`config.mk`:
```
export PLATFORM = sky130hd
export DESIGN_NAME = ddr_req_arbiter_flat
export DESIGN_NICKNAME = d
export VERILOG_FILES = /design/src/rtl/ddr_req_arbiter_if.sv /design/src/rtl/ddr_req_arbiter.sv /design/src/flat_wrapper.sv
export SDC_FILE = /design/constraint.sdc
export NUM_CORES = 1
export LEC_CHECK = 0
export CORE_AREA = 2 2 188 190
export DETAILED_ROUTE_END_ITERATION = 10
export DIE_AREA = 0 0 190 192
export PLACE_DENSITY = 0.46
export SLEW_MARGIN = 25
export SYNTH_ARGS = -nofsm -noshare
export SYNTH_HDL_FRONTEND = slang
export SYNTH_SLANG_ARGS = --single-unit
```
`constraint.sdc`:
```
create_clock -name i_ddr_sclk -period 2.2 [get_ports i_ddr_sclk]
set_input_delay 0.33 -clock i_ddr_sclk [delete_from_list [all_inputs] [get_ports i_ddr_sclk]]
set_output_delay 0.33 -clock i_ddr_sclk [all_outputs]
set_load 0.005 [all_outputs]
```
`src/rtl/ddr_req_arbiter_if.sv`:
```
// Request/FIFO bundle between the four DDR users, the arbiter and the
// arbitration FIFO write port.
interface ddr_req_arbiter_if #(
   parameter int unsigned DDR_AW = 27,
   parameter int unsigned DDR_DW = 64,
   parameter int unsigned ARB_DW = 96
);
   logic [3:0]          req_valid;
   logic [3:0]          req_wr;
   logic [4*DDR_AW-1:0] req_addr;
   logic [4*DDR_DW-1:0] req_data;
   logic [3:0]          req_ack;
   logic                arbfifo_full;
   logic                arbfifo_wren;
   logic [ARB_DW-1:0]   arbfifo_wrdata;
   logic [1:0]          grant_id;
   logic                busy;

   modport slave (
      input  req_valid, req_wr, req_addr, req_data, arbfifo_full,
      output req_ack, arbfifo_wren, arbfifo_wrdata, grant_id, busy
   );

   modport master (
      output req_valid, req_wr, req_addr, req_data, arbfifo_full,
      input  req_ack, arbfifo_wren, arbfifo_wrdata, grant_id, busy
   );
endinterface

```
`src/rtl/ddr_req_arbiter.sv`:
```
// Round-robin DDR3 command arbiter for four requesters with bounded
// grant hold, packing each accepted request into one FIFO word.
module ddr_req_arbiter #(
   parameter int unsigned          CMD_WIDTH = 4,
   parameter int unsigned          DDR_DW    = 64,
   parameter int unsigned          DDR_AW    = 27,
   parameter int unsigned          ARB_DW    = 96,
   parameter int unsigned          GRANT_LEN = 8,
   parameter logic [CMD_WIDTH-1:0] CMD_RD    = 4'b0001,
   parameter logic [CMD_WIDTH-1:0] CMD_WR    = 4'b0010
) (
   input  logic               i_ddr_sclk,
   input  logic               i_rst_n,
   ddr_req_arbiter_if.slave   bus
);

   typedef enum logic {IDLE, SERVE} state_e;

   state_e            state_q, state_d;
   logic [1:0]        rr_ptr_q, rr_ptr_d;
   logic [1:0]        grant_q, grant_d;
   logic [7:0]        beat_q, beat_d;
   logic              wren_q, wren_d;
   logic [ARB_DW-1:0] wrdata_q, wrdata_d;

   logic [3:0]        ack;
   logic [1:0]        pick, cand;
   logic              found;
   logic              g_valid, g_wr;
   logic [DDR_AW-1:0] g_addr;
   logic [DDR_DW-1:0] g_data;
   logic [ARB_DW-1:0] pack;

   assign g_valid = bus.req_valid[grant_q];
   assign g_wr    = bus.req_wr[grant_q];
   assign g_addr  = bus.req_addr[int'(grant_q)*DDR_AW +: DDR_AW];
   assign g_data  = bus.req_data[int'(grant_q)*DDR_DW +: DDR_DW];

   // First valid port strictly after the last served one.
   always_comb begin
      pick  = rr_ptr_q;
      found = 1'b0;
      cand  = rr_ptr_q;
      for (int k = 1; k <= 4; k++) begin
         cand = rr_ptr_q + 2'(k);
         if (!found && bus.req_valid[cand]) begin
            pick  = cand;
            found = 1'b1;
         end
      end
   end

   always_comb begin
      pack = '0;
      pack[DDR_DW-1:0] = g_wr ? g_data : '0;
      pack[DDR_DW +: DDR_AW] = g_addr;
      pack[DDR_DW+DDR_AW +: CMD_WIDTH] = g_wr ? CMD_WR : CMD_RD;
   end

   always_comb begin
      state_d  = state_q;
      rr_ptr_d = rr_ptr_q;
      grant_d  = grant_q;
      beat_d   = beat_q;
      wren_d   = 1'b0;
      wrdata_d = wrdata_q;
      ack      = '0;
      unique case (state_q)
         IDLE: begin
            if (found && !bus.arbfifo_full) begin
               grant_d = pick;
               beat_d  = '0;
               state_d = SERVE;
            end
         end
         SERVE: begin
            if (g_valid && !bus.arbfifo_full) begin
               ack[grant_q] = 1'b1;
               wren_d       = 1'b1;
               wrdata_d     = pack;
               beat_d       = beat_q + 8'd1;
            end
            if (!g_valid ||
                (!bus.arbfifo_full && beat_q == 8'(GRANT_LEN-1))) begin
               state_d  = IDLE;
               rr_ptr_d = grant_q;
            end
         end
         default: state_d = IDLE;
      endcase
   end

   always_ff @(posedge i_ddr_sclk or negedge i_rst_n) begin
      if (!i_rst_n) begin
         state_q  <= IDLE;
         rr_ptr_q <= 2'd3;
         grant_q  <= 2'd0;
         beat_q   <= 8'd0;
         wren_q   <= 1'b0;
         wrdata_q <= '0;
      end else begin
         state_q  <= state_d;
         rr_ptr_q <= rr_ptr_d;
         grant_q  <= grant_d;
         beat_q   <= beat_d;
         wren_q   <= wren_d;
         wrdata_q <= wrdata_d;
      end
   end

   assign bus.req_ack        = ack;
   assign bus.arbfifo_wren   = wren_q;
   assign bus.arbfifo_wrdata = wrdata_q;
   assign bus.grant_id       = grant_q;
   assign bus.busy           = (state_q == SERVE);

endmodule

```
`src/flat_wrapper.sv`:
```
// flat-port wrapper written by rule: the top's interface ports become plain ports
module ddr_req_arbiter_flat 
#(
   parameter int unsigned          CMD_WIDTH = 4,
   parameter int unsigned          DDR_DW    = 64,
   parameter int unsigned          DDR_AW    = 27,
   parameter int unsigned          ARB_DW    = 96,
   parameter int unsigned          GRANT_LEN = 8,
   parameter logic [CMD_WIDTH-1:0] CMD_RD    = 4'b0001,
   parameter logic [CMD_WIDTH-1:0] CMD_WR    = 4'b0010
)
  (i_ddr_sclk, i_rst_n, bus_req_valid, bus_req_wr, bus_req_addr, bus_req_data, bus_arbfifo_full, bus_req_ack, bus_arbfifo_wren, bus_arbfifo_wrdata, bus_grant_id, bus_busy);
  ddr_req_arbiter_if #(.DDR_AW(DDR_AW), .DDR_DW(DDR_DW), .ARB_DW(ARB_DW)) bus_i ();
  input  logic i_ddr_sclk;
  input  logic i_rst_n;
  input wire logic [$bits(bus_i.req_valid)-1:0] bus_req_valid;
  input wire logic [$bits(bus_i.req_wr)-1:0] bus_req_wr;
  input wire logic [$bits(bus_i.req_addr)-1:0] bus_req_addr;
  input wire logic [$bits(bus_i.req_data)-1:0] bus_req_data;
  input wire logic [$bits(bus_i.arbfifo_full)-1:0] bus_arbfifo_full;
  output wire logic [$bits(bus_i.req_ack)-1:0] bus_req_ack;
  output wire logic [$bits(bus_i.arbfifo_wren)-1:0] bus_arbfifo_wren;
  output wire logic [$bits(bus_i.arbfifo_wrdata)-1:0] bus_arbfifo_wrdata;
  output wire logic [$bits(bus_i.grant_id)-1:0] bus_grant_id;
  output wire logic [$bits(bus_i.busy)-1:0] bus_busy;
  assign bus_i.req_valid = bus_req_valid;
  assign bus_i.req_wr = bus_req_wr;
  assign bus_i.req_addr = bus_req_addr;
  assign bus_i.req_data = bus_req_data;
  assign bus_i.arbfifo_full = bus_arbfifo_full;
  assign bus_req_ack = bus_i.req_ack;
  assign bus_arbfifo_wren = bus_i.arbfifo_wren;
  assign bus_arbfifo_wrdata = bus_i.arbfifo_wrdata;
  assign bus_grant_id = bus_i.grant_id;
  assign bus_busy = bus_i.busy;
  ddr_req_arbiter #(.CMD_WIDTH(CMD_WIDTH), .DDR_DW(DDR_DW), .DDR_AW(DDR_AW), .ARB_DW(ARB_DW), .GRANT_LEN(GRANT_LEN), .CMD_RD(CMD_RD), .CMD_WR(CMD_WR)) u_core (.i_ddr_sclk(i_ddr_sclk), .i_rst_n(i_rst_n), .bus(bus_i));
endmodule
```
==> flow_summary.json <==
{
  "criticalPathCategory": "register to primary output",
  "start_util_pct": 18.4,
  "rsz0062_at_grt": "false",
  "portBuffers": 475,
  "wire_per_inst_um": 19.7,
  "cp_max_fo": 6,
  "setup_tns_ns": 0,
  "clock_power_share_pct": 13.4,
  "cts_hold_buf": 0,
  "nets": 1248,
  "syn_area_um2": 6320,
  "dpl_worst_slack_ns": -0.0300,
  "switchingPower_w": 0.00408,
  "ys_seq_elements": 107,
  "gp_congestion": 0.747,
  "num_rows": 68,
  "core_um2": 34300,
  "hpwlAfterDp_mm": 20.6,
  "clk_pin_slew_ns": 0.08,
  "cts_tree": "done",
  "layout-drive-gt1-share_pct": 17.0,
  "root_buffer": "clkbuf_16",
  "power_density_nw_per_um2": 1020,
  "synth.area.top_cells": "dfrtp_1, mux4_2, a22o_1",
  "min_period_ns": 2.11,
  "synthTopCellsByCount": "dfrtp_1, mux4_2, a22o_1",
  "drt-total-wl_mm": 26.2,
  "ff2ff_path_depth": 5,
  "async_flop_share_pct": 100,
  "clock_skew_ns": 0.00796,
  "maxSlewViolCount": 0,
  "vias_per_cell": 4.34,
  "relSlewSlack_pct": 49.0,
  "synth_edf_count": 0,
  "fin_crit_sh_pct": 95.9,
  "drc": 0,
  "seqPwrFrac_pct": 27.7,
  "ant_nets": 0,
  "gr-total-overflow": 0,
  "yosysMostFrequentCell": "dfrtp_1",
  "maxCapViolCount": 0,
  "grt_pass1_wl_mm": 38.4,
  "endpoint_kind": "primary output",
  "seq_area_frac_synth_pct": 42.4,
  "worst_slack_ns": 0.0897,
  "grt_start_max_net_pins": 108,
  "timing.hold.ws_ns": -0.0413,
  "hold_viol_final": 14,
  "p_sw_share_pct": 33.0,
  "die_w_um": 190,
  "grt_usage_pct": 13.9,
  "share_comb_of_total_power_pct": 58.9,
  "peakVddDrop_mv": 0.506,
  "violations": "negative hold slack",
  "die_y_um": 192,
  "grt_pass1_vias": 6412,
  "cts_max_level": 3,
  "synth_top_area_share_pct": 41.6,
  "antenna_found_initial": 0,
  "synth_warnings": 0,
  "p_leak_nw": 4.64,
  "synth.avg_cell_area_um2": 15.8,
  "tightest_slew_ns": 0.765,
  "p_int_w": 0.00826,
  "clock_latency_ns": 0.35,
  "startpoint_type": "register",
  "drt_first_iter_violations": 221,
  "cts_max_path_buffers": 2,
  "vias": 5779,
  "status": "complete, but fails checks",
  "finalSetupViolCount": 0,
  "cp.required_ns": 1.87,
  "drtPass1Iterations": 4,
  "max_freq_mhz": 474,
  "area_delta_synth_final_pct": 90.5,
  "arrival_ns": 1.78,
  "synth.distinct_cells": 41,
  "cts_buffers": 9,
  "syn_inst": 401,
  "num_io_pins": 479,
  "ys.flop_type": "dfrtp_1",
  "clock_sinks": 107,
  "die-area_um2": 36500,
  "hp-class": "input pin to async pin",
  "synth_top_area_cell": "dfrtp_1"
}
layout by cell type (no fill, tap or decap), types with 2 or more instances in the layout:
cell type          n
nand3b_1           2
dfrtp_1          102
clkdlybuf4s50_1  470
o221ai_1           2
dlymetal6s2s_1     3
o41ai_1            3
inv_2              2
nand3_1            6
clkbuf_16          9
mux2i_1            3
dfrtp_4            2
a21oi_1            4
nor2_1             4
o31ai_1            4
a22o_1            64
buf_12             7
inv_1              3
dfstp_2            2
nand2_1           10
buf_4             18
mux4_2            92
mux2_1            30
clkinv_4           2
o211ai_1           2
or4_1              2
conb_1             3
inv_8              2
through the flow:
step	utilization, %	total power [W]	instance area [um^2]	cells
detailed placement	34.1	0.0108	11700	1309
global placement	34.1	0.0109	11700	1309
finish	35.1	0.0123	12000	1333
global route	35.1	0.0132	12000	1332
CTS	35.0	0.0127	12000	1329
floorplan	-	0.00715	6330	403
power groups by stage:
stage          clock [W]  sequential, W  combinational [W]
2_1_floorplan          0        0.00343            0.00373
3_3_place_gp           0        0.00346            0.00740
3_5_place_dp           0        0.00346            0.00738
4_1_cts          0.00175        0.00343            0.00748
5_1_grt          0.00183        0.00355            0.00786
6_report         0.00165        0.00342            0.00727
worst max-delay path, cell delays in order, from the launching register on:
cell and delay (ns):
dfrtp_4 0.55, mux2_4 0.23, nand2_1 0.04, nor2_1 0.09, clkdlybuf4s50_1 0.51
registers in the layout, summed over array words and instances (netlist names):
signal	count
u_core.rr_ptr_q	2
u_core.bus.busy	1
u_core.beat_q	8
u_core.bus.grant_id	2
u_core.bus.arbfifo_wren	1
u_core.bus.arbfifo_wrdata	93
cells by family after synthesis:
family | count (synthesis) | share of synthesized area, %
mux | 127 | 39.0
compound gates | 85 | 11.7
fa+ha+maj | 1 | 0.198
buf+inv | 48 | 3.74
simple gates | 32 | 2.87
flops | 107 | 42.4
other cells | 1 | 0.0593
repair_timing:
item / CTS / global route
gates resized for setup: 4 / 4
pin swaps: 1 / 0
buffers inserted: 4 / 3
setup endpoints to repair: 4 / 4
area by class of cell:
type	instances	area [um^2]
Multi-Input combinational cell	248	3420
Antenna cell	1	2.50
Clock buffer	9	225
Inverter	5	18.8
Fill cell	3352	22200
Tap cell	455	569
Timing Repair Buffer	501	5060
Clock inverter	7	61.3
Sequential cell	107	2690
layer usage:
layer,track usage (%),vias to the layer above,share of wire (%),routed length (um)
met1,15.6,2863,37,9760
met5,0,-,0,0
li1,-,2614,-,-
met3,3.84,15,9.1,2380
met2,26.0,287,52,13700
met4,3.61,0,1.5,384
final timing paths:
check | startpoint | end | slack [ns]
setup / recovery | u_core.bus.grant_id[0] | bus_req_ack[0] | 0.09
hold / removal | i_rst_n | u_core.bus.arbfifo_wrdata[67] | -0.04
setup reg to reg | u_core.bus.grant_id[0] | u_core.bus.arbfifo_wrdata[31] | 0.12
min in group i_ddr_sclk | bus_arbfifo_full | u_core.bus.grant_id[1] | 0.46
hold reg to reg | u_core.bus.arbfifo_wrdata[73] | u_core.bus.arbfifo_wrdata[73] | 0.49
max in group asynchronous | i_rst_n | u_core.bus.arbfifo_wrdata[47] | 1.57
Note: power is estimated with default switching activity, not from simulation.
